File: src/rtl/score_glyph_encoder_pkg.sv
// Shared glyph definitions for the score encoder and the per-digit 7-segment decoders.
package glyph_pkg;

    typedef logic [4:0] glyph_t;

    localparam glyph_t GLYPH_0     = 5'd0;
    localparam glyph_t GLYPH_P     = 5'd16;
    localparam glyph_t GLYPH_DASH  = 5'd17;
    localparam glyph_t GLYPH_BLANK = 5'd31;

    localparam int BCD_DIGITS = 6;
    localparam int BCD_W      = 4 * BCD_DIGITS;

    typedef enum logic [1:0] {
        ST_IDLE   = 2'd0,
        ST_CONV   = 2'd1,
        ST_COMMIT = 2'd2
    } enc_state_t;

    function automatic glyph_t digit_glyph(input logic [3:0] nib);
        return {1'b0, nib};
    endfunction

endpackage

File: src/rtl/score_glyph_encoder_if.sv
// Glyph-code interface between the score encoder (master) and the HUD digit decoders (slave).
interface score_glyph_encoder_if #(parameter int SCORE_W = 20);
    import glyph_pkg::*;

    logic [SCORE_W-1:0] score_in;
    logic               score_load;
    logic               busy;
    logic               digits_valid;
    glyph_t             hex1;
    glyph_t             hex2;
    glyph_t             hex3;
    glyph_t             hex4;
    glyph_t             hex5;
    glyph_t             hex6;

    modport master (
        input  score_in, score_load,
        output busy, digits_valid, hex1, hex2, hex3, hex4, hex5, hex6
    );

    modport slave (
        output score_in, score_load,
        input  busy, digits_valid, hex1, hex2, hex3, hex4, hex5, hex6
    );

endinterface

File: src/rtl/score_glyph_encoder_dd_digit_cell.sv
// One BCD nibble of the double-dabble engine: add 3 when the digit is 5 or more.
module dd_digit_cell (
    input  logic [3:0] d,
    output logic [3:0] q
);

    // Pre-shift correction so the following left shift carries into the next nibble.
    always_comb begin
        if (d >= 4'd5) begin
            q = d + 4'd3;
        end else begin
            q = d;
        end
    end

endmodule

File: src/rtl/score_glyph_encoder.sv
// Binary score to six glyph codes via iterative double-dabble, committed atomically.
// Optional build macro LEAD_ZERO_BLANK_EN blanks leading zeros on hex6..hex2.
module score_glyph_encoder
    import glyph_pkg::*;
#(
    parameter int SCORE_W   = 20,
    parameter int MAX_SCORE = 999999
) (
    input logic                   clk,
    input logic                   resetN,
    score_glyph_encoder_if.master gif
);

    localparam int                 CNT_W = $clog2(SCORE_W + 1);
    localparam logic [SCORE_W-1:0] MAX_V = SCORE_W'(MAX_SCORE);
    localparam logic [CNT_W-1:0]   LAST_CNT = CNT_W'(SCORE_W - 1);

`ifdef LEAD_ZERO_BLANK_EN
    localparam glyph_t RST_HI = GLYPH_BLANK;
`else
    localparam glyph_t RST_HI = GLYPH_0;
`endif

    enc_state_t                 state_r;
    logic [CNT_W-1:0]           cnt_r;
    logic [SCORE_W-1:0]         bin_r;
    logic [BCD_W-1:0]           bcd_r;
    logic                       ovf_r;
    logic [SCORE_W-1:0]         pend_val_r;
    logic                       pend_r;
    logic                       busy_r;
    logic                       valid_r;
    glyph_t                     hex_r [BCD_DIGITS];

    logic [BCD_W-1:0]           bcd_adj_s;
    logic [BCD_W+SCORE_W-1:0]   shift_s;
    logic [SCORE_W-1:0]         next_val_s;
    glyph_t                     glyph_s [BCD_DIGITS];

    for (genvar g = 0; g < BCD_DIGITS; g++) begin : g_cell
        dd_digit_cell u_cell (
            .d (bcd_r[4*g +: 4]),
            .q (bcd_adj_s[4*g +: 4])
        );
    end

    // The top bit of the shifted BCD falls off here; values that large are flagged by ovf.
    assign shift_s = {bcd_adj_s, bin_r} << 1;

    // A load on the relaunch edge is newer than anything already pending.
    always_comb begin
        if (gif.score_load) begin
            next_val_s = gif.score_in;
        end else begin
            next_val_s = pend_val_r;
        end
    end

`ifdef LEAD_ZERO_BLANK_EN
    // Glyphs to commit: dash pattern on overflow, otherwise digits with leading zeros blanked.
    always_comb begin
        logic lead;
        lead = 1'b1;
        for (int i = BCD_DIGITS - 1; i >= 0; i--) begin
            if (ovf_r) begin
                glyph_s[i] = GLYPH_DASH;
            end else if (lead && (i != 0) && (bcd_r[4*i +: 4] == 4'd0)) begin
                glyph_s[i] = GLYPH_BLANK;
            end else begin
                glyph_s[i] = digit_glyph(bcd_r[4*i +: 4]);
                lead       = 1'b0;
            end
        end
    end
`else
    // Glyphs to commit: dash pattern on overflow, otherwise zero-padded digits.
    always_comb begin
        for (int i = 0; i < BCD_DIGITS; i++) begin
            if (ovf_r) begin
                glyph_s[i] = GLYPH_DASH;
            end else begin
                glyph_s[i] = digit_glyph(bcd_r[4*i +: 4]);
            end
        end
    end
`endif

    // Conversion FSM with pending-load capture and registered handshake/glyph outputs.
    always_ff @(posedge clk or negedge resetN) begin
        if (!resetN) begin
            state_r    <= ST_IDLE;
            cnt_r      <= '0;
            bin_r      <= '0;
            bcd_r      <= '0;
            ovf_r      <= 1'b0;
            pend_val_r <= '0;
            pend_r     <= 1'b0;
            busy_r     <= 1'b0;
            valid_r    <= 1'b0;
            hex_r[0]   <= GLYPH_0;
            for (int i = 1; i < BCD_DIGITS; i++) begin
                hex_r[i] <= RST_HI;
            end
        end else begin
            case (state_r)
                ST_IDLE: begin
                    valid_r <= 1'b0;
                    pend_r  <= 1'b0;
                    if (gif.score_load) begin
                        bin_r   <= gif.score_in;
                        bcd_r   <= '0;
                        ovf_r   <= (gif.score_in > MAX_V);
                        cnt_r   <= '0;
                        busy_r  <= 1'b1;
                        state_r <= ST_CONV;
                    end else begin
                        busy_r  <= 1'b0;
                    end
                end
                ST_CONV: begin
                    valid_r <= 1'b0;
                    bcd_r   <= shift_s[BCD_W+SCORE_W-1:SCORE_W];
                    bin_r   <= shift_s[SCORE_W-1:0];
                    cnt_r   <= cnt_r + 1'b1;
                    if (cnt_r == LAST_CNT) begin
                        state_r <= ST_COMMIT;
                    end else begin
                        state_r <= ST_CONV;
                    end
                    if (gif.score_load) begin
                        pend_val_r <= gif.score_in;
                        pend_r     <= 1'b1;
                    end else begin
                        pend_r     <= pend_r;
                    end
                end
                ST_COMMIT: begin
                    hex_r   <= glyph_s;
                    valid_r <= 1'b1;
                    pend_r  <= 1'b0;
                    if (gif.score_load || pend_r) begin
                        bin_r   <= next_val_s;
                        bcd_r   <= '0;
                        ovf_r   <= (next_val_s > MAX_V);
                        cnt_r   <= '0;
                        busy_r  <= 1'b1;
                        state_r <= ST_CONV;
                    end else begin
                        busy_r  <= 1'b0;
                        state_r <= ST_IDLE;
                    end
                end
                default: begin
                    state_r <= ST_IDLE;
                    busy_r  <= 1'b0;
                    valid_r <= 1'b0;
                    pend_r  <= 1'b0;
                end
            endcase
        end
    end

    assign gif.busy         = busy_r;
    assign gif.digits_valid = valid_r;
    assign gif.hex1         = hex_r[0];
    assign gif.hex2         = hex_r[1];
    assign gif.hex3         = hex_r[2];
    assign gif.hex4         = hex_r[3];
    assign gif.hex5         = hex_r[4];
    assign gif.hex6         = hex_r[5];

endmodule

File: src/flat_wrapper.sv
// flat-port wrapper written by rule: the top's interface ports become plain ports
module score_glyph_encoder_flat import glyph_pkg::*;
#(
    parameter int SCORE_W   = 20,
    parameter int MAX_SCORE = 999999
)
  (clk, resetN, gif_score_in, gif_score_load, gif_busy, gif_digits_valid, gif_hex1, gif_hex2, gif_hex3, gif_hex4, gif_hex5, gif_hex6);
  score_glyph_encoder_if #(.SCORE_W(SCORE_W)) gif_i ();
  input logic clk;
  input logic resetN;
  input wire logic [$bits(gif_i.score_in)-1:0] gif_score_in;
  input wire logic [$bits(gif_i.score_load)-1:0] gif_score_load;
  output wire logic [$bits(gif_i.busy)-1:0] gif_busy;
  output wire logic [$bits(gif_i.digits_valid)-1:0] gif_digits_valid;
  output wire logic [$bits(gif_i.hex1)-1:0] gif_hex1;
  output wire logic [$bits(gif_i.hex2)-1:0] gif_hex2;
  output wire logic [$bits(gif_i.hex3)-1:0] gif_hex3;
  output wire logic [$bits(gif_i.hex4)-1:0] gif_hex4;
  output wire logic [$bits(gif_i.hex5)-1:0] gif_hex5;
  output wire logic [$bits(gif_i.hex6)-1:0] gif_hex6;
  assign gif_i.score_in = gif_score_in;
  assign gif_i.score_load = gif_score_load;
  assign gif_busy = gif_i.busy;
  assign gif_digits_valid = gif_i.digits_valid;
  assign gif_hex1 = gif_i.hex1;
  assign gif_hex2 = gif_i.hex2;
  assign gif_hex3 = gif_i.hex3;
  assign gif_hex4 = gif_i.hex4;
  assign gif_hex5 = gif_i.hex5;
  assign gif_hex6 = gif_i.hex6;
  score_glyph_encoder #(.SCORE_W(SCORE_W), .MAX_SCORE(MAX_SCORE)) u_core (.clk(clk), .resetN(resetN), .gif(gif_i));
endmodule
File: config.mk
export PLATFORM = sky130hd
export DESIGN_NAME = score_glyph_encoder_flat
export DESIGN_NICKNAME = d
export VERILOG_FILES = /design/src/rtl/score_glyph_encoder_pkg.sv /design/src/rtl/score_glyph_encoder_if.sv /design/src/rtl/score_glyph_encoder_dd_digit_cell.sv /design/src/rtl/score_glyph_encoder.sv /design/src/flat_wrapper.sv
export SDC_FILE = /design/constraint.sdc
export NUM_CORES = 1
export LEC_CHECK = 0
export ABC_AREA = 1
export ABC_CLOCK_PERIOD_IN_PS = 2750
export BUFFER_PORTS_ARGS = -buffer_cell sky130_fd_sc_hd__buf_2
export CAP_MARGIN = 20
export CORE_ASPECT_RATIO = 2
export CORE_MARGIN = 1.5
export CORE_UTILIZATION = 54
export CTS_CLUSTER_DIAMETER = 150
export DETAILED_ROUTE_END_ITERATION = 16
export PLACE_DENSITY = 0.74
export SYNTH_ARGS = -nofsm -noshare
export SYNTH_HDL_FRONTEND = slang
export SYNTH_SLANG_ARGS = --single-unit
File: constraint.sdc
create_clock -name clk -period 2.75 [get_ports clk]
set_input_delay 0.1375 -clock clk [delete_from_list [all_inputs] [get_ports clk]]
set_output_delay 0.1375 -clock clk [all_outputs]
set_load 0.02 [all_outputs]
==> metrics.txt <==
status complete, no violations; TritonCTS clock tree done; clock skew 0.00692 ns; Remaining DRCs 0; reg2reg path depth 6; Root Buffer clkbuf_16; Crit path largest cell delay 0.51 ns; CTS Buf Count 9; DRT Wirelength 11.5 mm; Post-DP HPWL 8.16 mm; max_cap viols 0; die extent in y 140 microns; Ports 55; Sink Count 100; Syn Area/Cell 7.94 sq um; Synth Cell Area 0.00509 sq mm; synth top area cells dfrtp_1 (49%), o21ai_0 (11%), nand2_1 (8.8%); critical-path cell list inv_1, ha_1, nand2_1, o22ai_1, o21ai_0, o21ai_0; post-synthesis cell count 641; CTS Buffer Depth 2; # setup viols final 0; Buffers on Ports 54; Slew Viols, Final 0; CP most frequent cell o21ai_0; Max-Slew Margin vs Limit 40.9%; post-route cell area 0.00567 sq mm; Final Cycle Share 76.3%; setup tns final 0 ns; Routability Congestion 0.861; H-tree levels 3; Critical Path RT 3.02 ns; via count about 4,400; full die area approximately 0.010 sq mm; register bit total from synthesis 100; 1st-iter DRT viols approximately 270; CP Capture Type flop; Ant. Diodes 0; PD cells 963 mW/mm^2; worst min path class in2reg; layout cells sized above 1 12.5%; Clk pin slew, worst setup/hold paths 0.06 ns; Pleak roughly 2.9 nW; Worst R2R End u_core.bin_r[15]; hold buffers post-CTS 1; Worst Hold Launch gif_score_in[0]; number of antenna violations at the first check in global routing 0; Hold EP u_core.pend_val_r[0]; syn nets 681; slowest CP cell ha_1; Post-synth EDFFs 0; Hold Path Stages 5; post-route ant nets 0; Synth cell types 27; post-CTS setup buffers 0; measured slew at the worst slew-check pin around 0.88 ns; RSZ-0062 raised after global routing no; placed inst area about 0.0054 sq mm; fillers 809; Top FF cell, synth dfrtp_1; CP Max Fanout 18; Fin. Hold Viols 0; share of the synthesized area in the top cell type 49.1%; Worst-Skew Late Latency between 0.3 and 0.4 ns; GR Overflow Total 0; crit start category flop; largest net degree at the start of global routing 62; Peak VDD IR between 0.4 and 0.5 mV; Global Route Usage Sum 24.4%; largest area contributor in the netlist dfrtp_1; Layout area overhead 11.4%; first-pass GRT wire length 19.5 mm; die width 71.7 microns; DR pass1 iterations 7; Syn. warnings 0; R2R Setup Slk 0.65 ns; Layout Nets 723; min Tclk post-route 2.10 ns; Crit path arrival time approximately 2.4 ns; vias in the first global route 4,283; register area share after synthesis 49.1%; core area 0.00926 sq mm; row count 50; wire per inst roughly 15 microns; crit-path leading delay family adder cells; # resized after CTS 0; CP bufs+invs 1; Fmax 477 MHz; Post-synth ARST share 100%; Crit Path Class reg2reg; reg2reg start u_core.state_r[1]; Initial Util 55.0%; vias per cell between 5 and 6
[synthesized netlist by cell type (5+ instances only)]
master      n
nor3_1      6
buf_2      12
o21ai_0   113
inv_2       5
o21ai_1    19
o22ai_1    30
buf_4       5
clkbuf_1   13
a21oi_1    26
nor2_1     47
nand2_1   120
inv_1      96
ha_1       17
dfrtp_1   100
nand3_1    14
[layer usage]
| layer | wire length [microns] | global-route usage, % |
|---|---|---|
| met1 | 4520 | 27.1 |
| met2 | 6320 | 44.0 |
| met3 | 355 | 3.96 |
| met4 | 340 | 11.8 |
| met5 | 0 | 0 |
[placed cells by master, fill, tap and decap left out]
cell,instances
nand2_1,120
o21ai_0,113
dfrtp_1,100
inv_1,96
buf_2,53
nor2_1,47
o22ai_1,30
a21oi_1,26
o21ai_1,19
ha_1,17
nand3_1,14
clkbuf_16,9
buf_4,7
nor3_1,6
inv_2,5
nand2_4,2
nor2_2,2
nor2_4,2
o211ai_1,2
nor3b_1,2
nand4_1,2
clkbuf_1,2
nand2_2,1
a22o_1,1
a211oi_1,1
nor2b_1,1
or2_2,1
clkbuf_8,1
clkinv_2,1
clkinvlp_4,1
dlygate4sd3_1,1
buf_12,1
[logic make-up (layout without fill, tap and decap cells)]
logic type | after synthesis | in the layout | synth area share [%]
adders and majority gates | 17 | 17 | 4.18
DFF | 100 | 100 | 49.1
buffers and inverters | 132 | 177 | 10.5
AOI/OAI and AO/OA | 192 | 192 | 19.8
and+or+nand+nor | 200 | 200 | 16.3
[power by group]
group / switching [W] / leakage [nW] / internal [W]
logic: 0.00136 / 1.47 / 0.000701
clock network: 0.000534 / 0.125 / 0.000627
registers: 0.000278 / 1.31 / 0.00196
[flip-flops by register name, indices dropped and copies added, names as in the netlist, 5 cells and up]
| name | count |
|---|---|
| u_core.bcd_r | 24 |
| u_core.bin_r | 20 |
| u_core.cnt_r | 5 |
| u_core.gif.hex6 | 5 |
| u_core.pend_val_r | 20 |
[per-stage QoR]
stage / util (%) / hold WS (ns) / total power (W) / cells / worst slack (ns)
finish: 61.3 / 0.168 / 0.00546 / 790 / 0.653
CTS: 61.3 / 0.169 / 0.00545 / 790 / 0.666
global placement: 58.4 / 0.152 / 0.00413 / 775 / 0.798
detailed placement: 58.4 / 0.156 / 0.00428 / 775 / 0.688
floorplan: - / -0.158 / 0.00377 / 641 / 1.12
global route: 61.3 / 0.219 / 0.00589 / 790 / 0.427
[how the worst max path moves through the flow]
| stage | slack (ns) | depth (start not counted) | from | endpoint |
|---|---|---|---|---|
| 6_report | 0.65 | 6 | u_core.state_r[1] | u_core.bin_r[15] |
| 5_1_grt | 0.43 | 5 | u_core.state_r[1] | u_core.pend_val_r[9] |
| 4_1_cts | 0.67 | 6 | u_core.state_r[1] | u_core.bin_r[15] |
| 3_5_place_dp | 0.69 | 6 | u_core.state_r[1] | u_core.bin_r[7] |
| 3_3_place_gp | 0.80 | 6 | u_core.state_r[1] | u_core.bin_r[15] |
| 2_1_floorplan | 1.12 | 8 | u_core.state_r[0] | u_core.bin_r[12] |
[tightest hold or removal path: cells and delay by family]
kind	cells	cell delay [ns]
AOI/OAI and AO/OA	2	0.15
buffers and inverters	1	0.09
and+or+nand+nor	2	0.11
[cell type report]
type	instances	area (sq um)	area share (%)
clock buffer	12	246	4.35
clock inverter	2	12.5	0.221
inverter	101	379	6.68
multi-input combinational	409	2050	36.2
sequential	100	2500	44.1
tap	104	130	2.29
timing repair buffer	62	348	6.13
(Power assumes the default switching activity.)
